File: config.mk
export PLATFORM = sky130hd
export DESIGN_NAME = ringbuf_fir_sched
export DESIGN_NICKNAME = d
export VERILOG_FILES = /design/src/rtl/ringbuf_fir_sched.sv
export SDC_FILE = /design/constraint.sdc
export NUM_CORES = 1
export LEC_CHECK = 0
export CAP_MARGIN = 20
export CORE_UTILIZATION = 45
export DETAILED_ROUTE_END_ITERATION = 7
export PLACE_DENSITY_LB_ADDON = 0.12
export SLEW_MARGIN = 20
export SYNTH_ARGS = -nofsm -noshare
export SYNTH_HDL_FRONTEND = slang
export SYNTH_SLANG_ARGS = --single-unit
export TNS_END_PERCENT = 5
File: constraint.sdc
create_clock -name clk -period 14.52 [get_ports clk]
set_input_delay 1.452 -clock clk [delete_from_list [all_inputs] [get_ports clk]]
set_output_delay 1.452 -clock clk [all_outputs]
set_load 0.005 [all_outputs]
File: src/rtl/ringbuf_fir_sched.sv
// Ring-buffer FIR sequencer: NTAPS MACs per write pulse, done_o NTAPS+2 cycles after edge detect.
// No backpressure; pulses while busy are dropped and flag overrun_o. FIRSCHED_SAT_EN saturates result_o.
module ringbuf_fir_sched #(
    parameter int NTAPS      = 8,
    parameter int COEFF_W    = 18,
    parameter int COEFF_FRAC = 17,
    parameter int ACC_W      = 46
) (
    input  logic                      clk,
    input  logic                      rst,
    input  logic                      wpulse_i,
    input  logic signed [23:0]        data_i,
    output logic        [3:0]         offset_o,
    output logic                      pop_o,
    output logic        [3:0]         coeff_addr_o,
    input  logic signed [COEFF_W-1:0] coeff_i,
    output logic        [23:0]        result_o,
    output logic                      done_o,
    output logic                      busy_o,
    output logic                      overrun_o
);

    localparam logic [1:0] ST_IDLE  = 2'd0;
    localparam logic [1:0] ST_RUN   = 2'd1;
    localparam logic [1:0] ST_DRAIN = 2'd2;
    localparam logic [1:0] ST_DONE  = 2'd3;

    localparam int         PROD_W   = 24 + COEFF_W;
    localparam logic [3:0] LAST_TAP = 4'(NTAPS - 1);

    logic                    sync1_q, sync2_q, prev_q;
    logic [1:0]              state_q, state_d;
    logic [3:0]              tap_q, tap_d;
    logic                    vld_q;
    logic signed [ACC_W-1:0] acc_q, acc_d;
    logic [23:0]             result_q, result_d;
    logic                    overrun_q, overrun_d;
    logic                    pulse_edge;
    logic signed [PROD_W-1:0] prod;
    logic [23:0]             res_next;

    assign pulse_edge = sync2_q & ~prev_q;
    assign prod       = data_i * coeff_i;

    // Product lands one cycle after its tap was issued, tracked by vld_q.
    always_comb begin
        acc_d = acc_q;
        if (state_q == ST_IDLE && pulse_edge) begin
            acc_d = '0;
        end else if (vld_q) begin
            acc_d = acc_q + {{(ACC_W-PROD_W){prod[PROD_W-1]}}, prod};
        end
    end

`ifdef FIRSCHED_SAT_EN
    localparam logic signed [ACC_W-1:0] SAT_MAX = $signed({{(ACC_W-24){1'b0}}, 24'h7FFFFF});
    localparam logic signed [ACC_W-1:0] SAT_MIN = $signed({{(ACC_W-24){1'b1}}, 24'h800000});
    logic signed [ACC_W-1:0] shifted;
    assign shifted = acc_d >>> COEFF_FRAC;
    always_comb begin
        res_next = shifted[23:0];
        if (shifted > SAT_MAX) begin
            res_next = 24'h7FFFFF;
        end else if (shifted < SAT_MIN) begin
            res_next = 24'h800000;
        end
    end
`else
    assign res_next = acc_d[COEFF_FRAC +: 24];
`endif

    always_comb begin
        state_d   = state_q;
        tap_d     = tap_q;
        result_d  = result_q;
        overrun_d = overrun_q;
        case (state_q)
            ST_IDLE: begin
                if (pulse_edge) begin
                    tap_d   = '0;
                    state_d = ST_RUN;
                end
            end
            ST_RUN: begin
                if (tap_q == LAST_TAP) begin
                    state_d = ST_DRAIN;
                end else begin
                    tap_d = tap_q + 4'd1;
                end
            end
            ST_DRAIN: begin
                // Result is registered as DONE is entered so it is valid alongside done_o.
                result_d = res_next;
                state_d  = ST_DONE;
            end
            default: begin
                state_d = ST_IDLE;
            end
        endcase
        if (pulse_edge && state_q != ST_IDLE) begin
            overrun_d = 1'b1;
        end
    end

    always_ff @(posedge clk) begin
        if (!rst) begin
            sync1_q   <= 1'b0;
            sync2_q   <= 1'b0;
            prev_q    <= 1'b0;
            state_q   <= ST_IDLE;
            tap_q     <= '0;
            vld_q     <= 1'b0;
            acc_q     <= '0;
            result_q  <= '0;
            overrun_q <= 1'b0;
        end else begin
            sync1_q   <= wpulse_i;
            sync2_q   <= sync1_q;
            prev_q    <= sync2_q;
            state_q   <= state_d;
            tap_q     <= tap_d;
            vld_q     <= (state_q == ST_RUN);
            acc_q     <= acc_d;
            result_q  <= result_d;
            overrun_q <= overrun_d;
        end
    end

    assign offset_o     = (state_q == ST_RUN) ? tap_q : 4'd0;
    assign coeff_addr_o = offset_o;
    assign done_o       = (state_q == ST_DONE);
    assign pop_o        = (state_q == ST_DONE);
    assign busy_o       = (state_q != ST_IDLE);
    assign result_o     = result_q;
    assign overrun_o    = overrun_q;

endmodule

Yosys cells after proc, flatten, opt, wreduce, memory -nomap -nowiden
Cells that the tools add are included.
{ "classes": {"bitwise_logic": 3, "reduce_logical": 8, "n_eq_ne": 7, "add_sub_neg": 2, "multipliers": 1, "mux": 9} }
{ "ops": {"columns": ["cell", "n"], "rows": [
  ["2-to-1 mux 41 bit", 2],
  ["adder 46 bit", 1],
  ["multiplier 24 x 18 -> 42 bit", 1],
  ["2-to-1 mux 4 bit", 3],
  ["case mux 4 bit (2 select lines)", 1],
  ["inequality test 2 bit (second input constant)", 3],
  ["case mux 2 bit (3 select lines)", 1],
  ["adder 4 x 1 -> 4 bit (second input constant)", 1],
  ["equality test 2 bit (second input constant)", 2],
  ["equality test 4 x 3 -> 1 bit (second input constant)", 1],
  ["2-to-1 mux 2 bit", 2],
  ["nonzero test 2 bit", 2],
  ["AND reduction 3 bit", 1],
  ["equality test 2 x 1 -> 1 bit (second input constant)", 1],
  ["logical AND 1 bit", 2],
  ["zero test 2 bit", 1],
  ["inverter 1 bit", 2],
  ["AND reduction 2 bit", 1],
  ["OR reduction 2 bit", 1],
  ["bitwise AND 1 bit", 1]
]} }
{ "totals": {"register_bits": 81, "in_bits": 45} }

Depth between registers and ports, before layout
{ "depth": {"ltp_word": 4, "ltp_mapped": 37, "depth_no_buf": 35} }

Least setup slack after synthesis
OpenSTA, ideal clock, no wires.
{ "synth_path": {"path_kind": "input to register", "start": "in data_i[15]", "end": "reg result_q[22] (netlist: result_o[22])", "stages": 35, "t_arrival_ns": 9.281, "path_slack_ns": 5.115, "setup_ns": 0.124, "cell_sequence": "clkbuf_1 -> clkbuf_1 -> nand2_1 -> fa_1 -> fa_1 -> fa_1 -> inv_1 -> fa_1 -> fa_1 -> inv_1 -> fa_1 -> inv_1 -> ha_1 -> a21oi_1 -> a21oi_1 -> a311o_1 -> a221oi_1 -> o21ai_0 -> a21oi_1 -> o21bai_1 -> a21oi_1 -> xnor2_1 -> ha_1 -> clkbuf_1 -> a21oi_1 -> o21ai_0 -> a21o_1 -> a21oi_1 -> nor2b_1 -> a221o_1 -> a21oi_1 -> o31a_1 -> mux2i_1 -> o2bb2ai_1 -> o21ai_1"} }
{ "synth_via": {"elab_chain_len": 4} }
{ "synth_lines": {"columns": ["element", "line", "rtl"], "rows": [
  ["start, declared", "12", "input logic signed [23:0] data_i,"],
  ["multiplier 24 x 18 -> 42 bit", "43", "assign prod = data_i * coeff_i;"],
  ["adder 46 bit", "51", "acc_d = acc_q + {{(ACC_W-PROD_W){prod[PROD_W-1]}}, prod};"],
  ["2-to-1 mux 41 bit", "50", "end else if (vld_q) begin"],
  ["2-to-1 mux 41 bit", "48", "if (state_q == ST_IDLE && pulse_edge) begin"],
  ["end signal, assigned", "124", "result_q <= result_d;"],
  ["end, declared", "36", "logic [23:0] result_q, result_d;"]
]} }
No other way between the ends.
A chain may end at the register's enable or synchronous reset.

Final worst setup path
{ "layout_path": {"start": "in coeff_i[7]", "end": "reg result_q[23] (netlist: result_o[23])"} }
{ "layout_via": {"elab_chain_len": 4} }
{ "layout_lines": {"columns": ["element", "line", "rtl"], "rows": [
  ["start, declared", "16", "input logic signed [COEFF_W-1:0] coeff_i,"],
  ["multiplier 24 x 18 -> 42 bit", "43", null],
  ["adder 46 bit", "51", null],
  ["2-to-1 mux 41 bit", "50", null],
  ["2-to-1 mux 41 bit", "48", null]
]} }
No other way between the ends.

==> flow_summary.yaml <==
placed_design:
  io_buffers: 80
  dp_slack_ns: 3.42
  dp.cells: 2861
  hpwlAfterDp_mm: 39.1
  place_congestion: 0.848
  place_area_um2: 21300
die:
  design.die.area_um2: 45300
  core_um2: 43500
  die_h_um: 213
  io_pins: 81
  rows: 76
  die_x_um: 213
  start_util: 0.460
flow_run:
  max_cap_viol_count: 0
worst_setup_path:
  rr_startpoint: "acc_q[0]"
  cp.required_ns: 14.71
  reg2reg_setup_slack_ns: 10.88
  slowest_stage: "clkdlybuf4s50_1"
  crit_buf_inv: 5
  cpPeakStageDelay_ns: 1.01
  reg2reg_depth: 13
  end_kind: "register"
  critPathTopFamily: "adder cells"
  cp-start-kind: "primary input"
  worst-setup-path-type: "in -> reg"
  r2r-end: "result_o[23]"
  crit_top_cell: "fa_1"
  cp_max_fo: 24
  cp_data_arrival_time_ns: 10.95
logic_synthesis:
  synth_edf_count: 0
  synth_cell_types: 61
  synth-seq-cells: 76
  syn_area_per_cell_um2: 8.79
  syn_nets: 2890
  syn_inst: 2274
  synth-seq-area-share: 0.0761
  yosysWarnings: 0
  synth-main-ff-cell: "dfxtp_1"
  async_flop_share: 0
  synth.cell_area_um2: 20000
route:
  drc_errors: 0
  ant_nets: 0
  drt_wl_total_mm: 47.7
  vias_per_cell: 5.10
  drt-pass1-iter-count: 5
  avgRoutedWirePerCell_um: 16.6
  drt_iter0_drc: 571
  vias: 14700
grt:
  track_usage: 0.225
  grt_pass1_wl_mm: 79.5
  grt_overflow_total: 0
  antenna_found_initial: 0
  grt_start_max_net_pins: 39
  grt_pass1_vias: 15900
clock_network:
  cts_setup_buffers: 0
  cts_root_buffer: "clkbuf_16"
  cts_buffer_depth: 2
  hold_buffers: 0
  numCtsBuffers: 9
  cts_tree: "built"
  htreeDepth: 3
  cts.sinks: 76
  clk_latency_ns: 0.35
  path_clk_slew_ns: 0.06
  cts_resized: 0
sta:
  fin_skew_ns: 0.00898
  slew_headroom: 0.252
  setup_ws_ns: 3.76
  tns_ns: 0
  tightest_slew_ns: 1.12
  min_period_ns: 10.76
  slew_violations: 0
  final-hold-violation-count: 0
  rsz0062_at_grt: "false"
  fin_crit_sh: 0.741
  max_clock_freq_ghz: 0.0930
  setup_viol: 0
layout:
  area_growth_pct: 7.76
  drive_above_1_share: 0.0209
  finalNetCount: 2903
  fill_cells: 4189
  antenna_cells: 0
  final_cell_area_um2: 21500
  final_cells: 2877
min_path:
  holdPathStages: 1
  worstHoldEndpoint: "sync2_q"
  holdCritStartpoint: "sync1_q"
  hold_class: "reg -> reg"
status:
  status: "finished, final reports clean"
metal layers:
| layer | global-route usage | vias up | routed length (um) |
|---|---|---|---|
| li1 | - | 6871 | - |
| met1 | 0.274 | 7474 | 19600 |
| met2 | 0.418 | 254 | 25300 |
| met3 | 0.0234 | 64 | 1560 |
| met4 | 0.0640 | 0 | 1180 |
| met5 | 0 | - | 0 |
how the worst max path moves through the flow:
stage                           start            to  depth (start not counted)
after floorplan            data_i[15]  result_o[22]                         35
after global placement    coeff_i[10]  result_o[23]                         31
after detailed placement   coeff_i[7]  result_o[23]                         34
after CTS                  coeff_i[7]  result_o[23]                         34
after global routing       coeff_i[7]  result_o[23]                         34
final                      coeff_i[7]  result_o[23]                         34
metrics by stage:
stage	hold WS (ns)	util
after floorplan	0.412	-
after CTS	0.443	0.496
after global placement	0.426	0.490
after detailed placement	0.427	0.490
after global routing	0.461	0.496
final	0.436	0.496
cells in the mapped netlist, drive strengths merged (13+ instances only):
cell type | count | area, um^2
a21o | 33 | 250
a21oi | 79 | 395
and2 | 211 | 1320
clkbuf | 87 | 327
dfxtp | 76 | 1520
fa | 420 | 8410
ha | 151 | 1890
inv | 498 | 1870
mux2i | 39 | 390
nand2 | 269 | 1010
nand2b | 15 | 93.8
nand3 | 19 | 95.1
nor2 | 94 | 353
nor2b | 14 | 87.6
nor3 | 15 | 80.1
o21ai | 56 | 280
o21bai | 13 | 97.6
xnor2 | 64 | 568
xor2 | 19 | 166
sequential cells by signal, indices dropped and copies added, names as in the netlist:
name       cells
tap_q          4
sync2_q        1
prev_q         1
acc_q         41
state_q        2
vld_q          1
sync1_q        1
result_o      24
overrun_o      1
cell usage in the layout, fill, tap and decap left out, types with 8 or more instances in the layout:
cell / instances
nor2_1: 94
nor2b_1: 14
and3_1: 9
xnor2_1: 63
fa_1: 420
o21ai_0: 54
nor3_1: 14
nand2_1: 269
clkbuf_16: 9
clkdlybuf4s50_1: 79
a211oi_1: 8
and2_1: 211
inv_1: 498
buf_4: 17
nand3_1: 19
a21oi_1: 79
ha_1: 151
o21bai_1: 13
a21o_1: 31
dfxtp_1: 75
xor2_1: 19
mux2i_1: 39
nand2b_1: 15
layout make-up:
type / count / area (um^2) / area share
timing repair buffer: 97 / 923 / 0.0429
sequential: 76 / 1520 / 0.0707
clock inverter: 5 / 36.3 / 0.00168
inverter: 499 / 1870 / 0.0870
tap: 585 / 732 / 0.0340
clock buffer: 11 / 233 / 0.0108
multi-input combinational: 1604 / 16200 / 0.753
cell families after synthesis:
kind of cell,share of synthesized area
AOI/OAI and AO/OA,0.0781
and+or+nand+nor,0.162
xor gates and xnor gates,0.0367
DFF,0.0761
muxes,0.0195
buffers and inverters,0.112
adders and majority gates,0.515
Power is not shown: default switching activity piles up to over one toggle a cycle in this logic, so the estimate is an artifact.
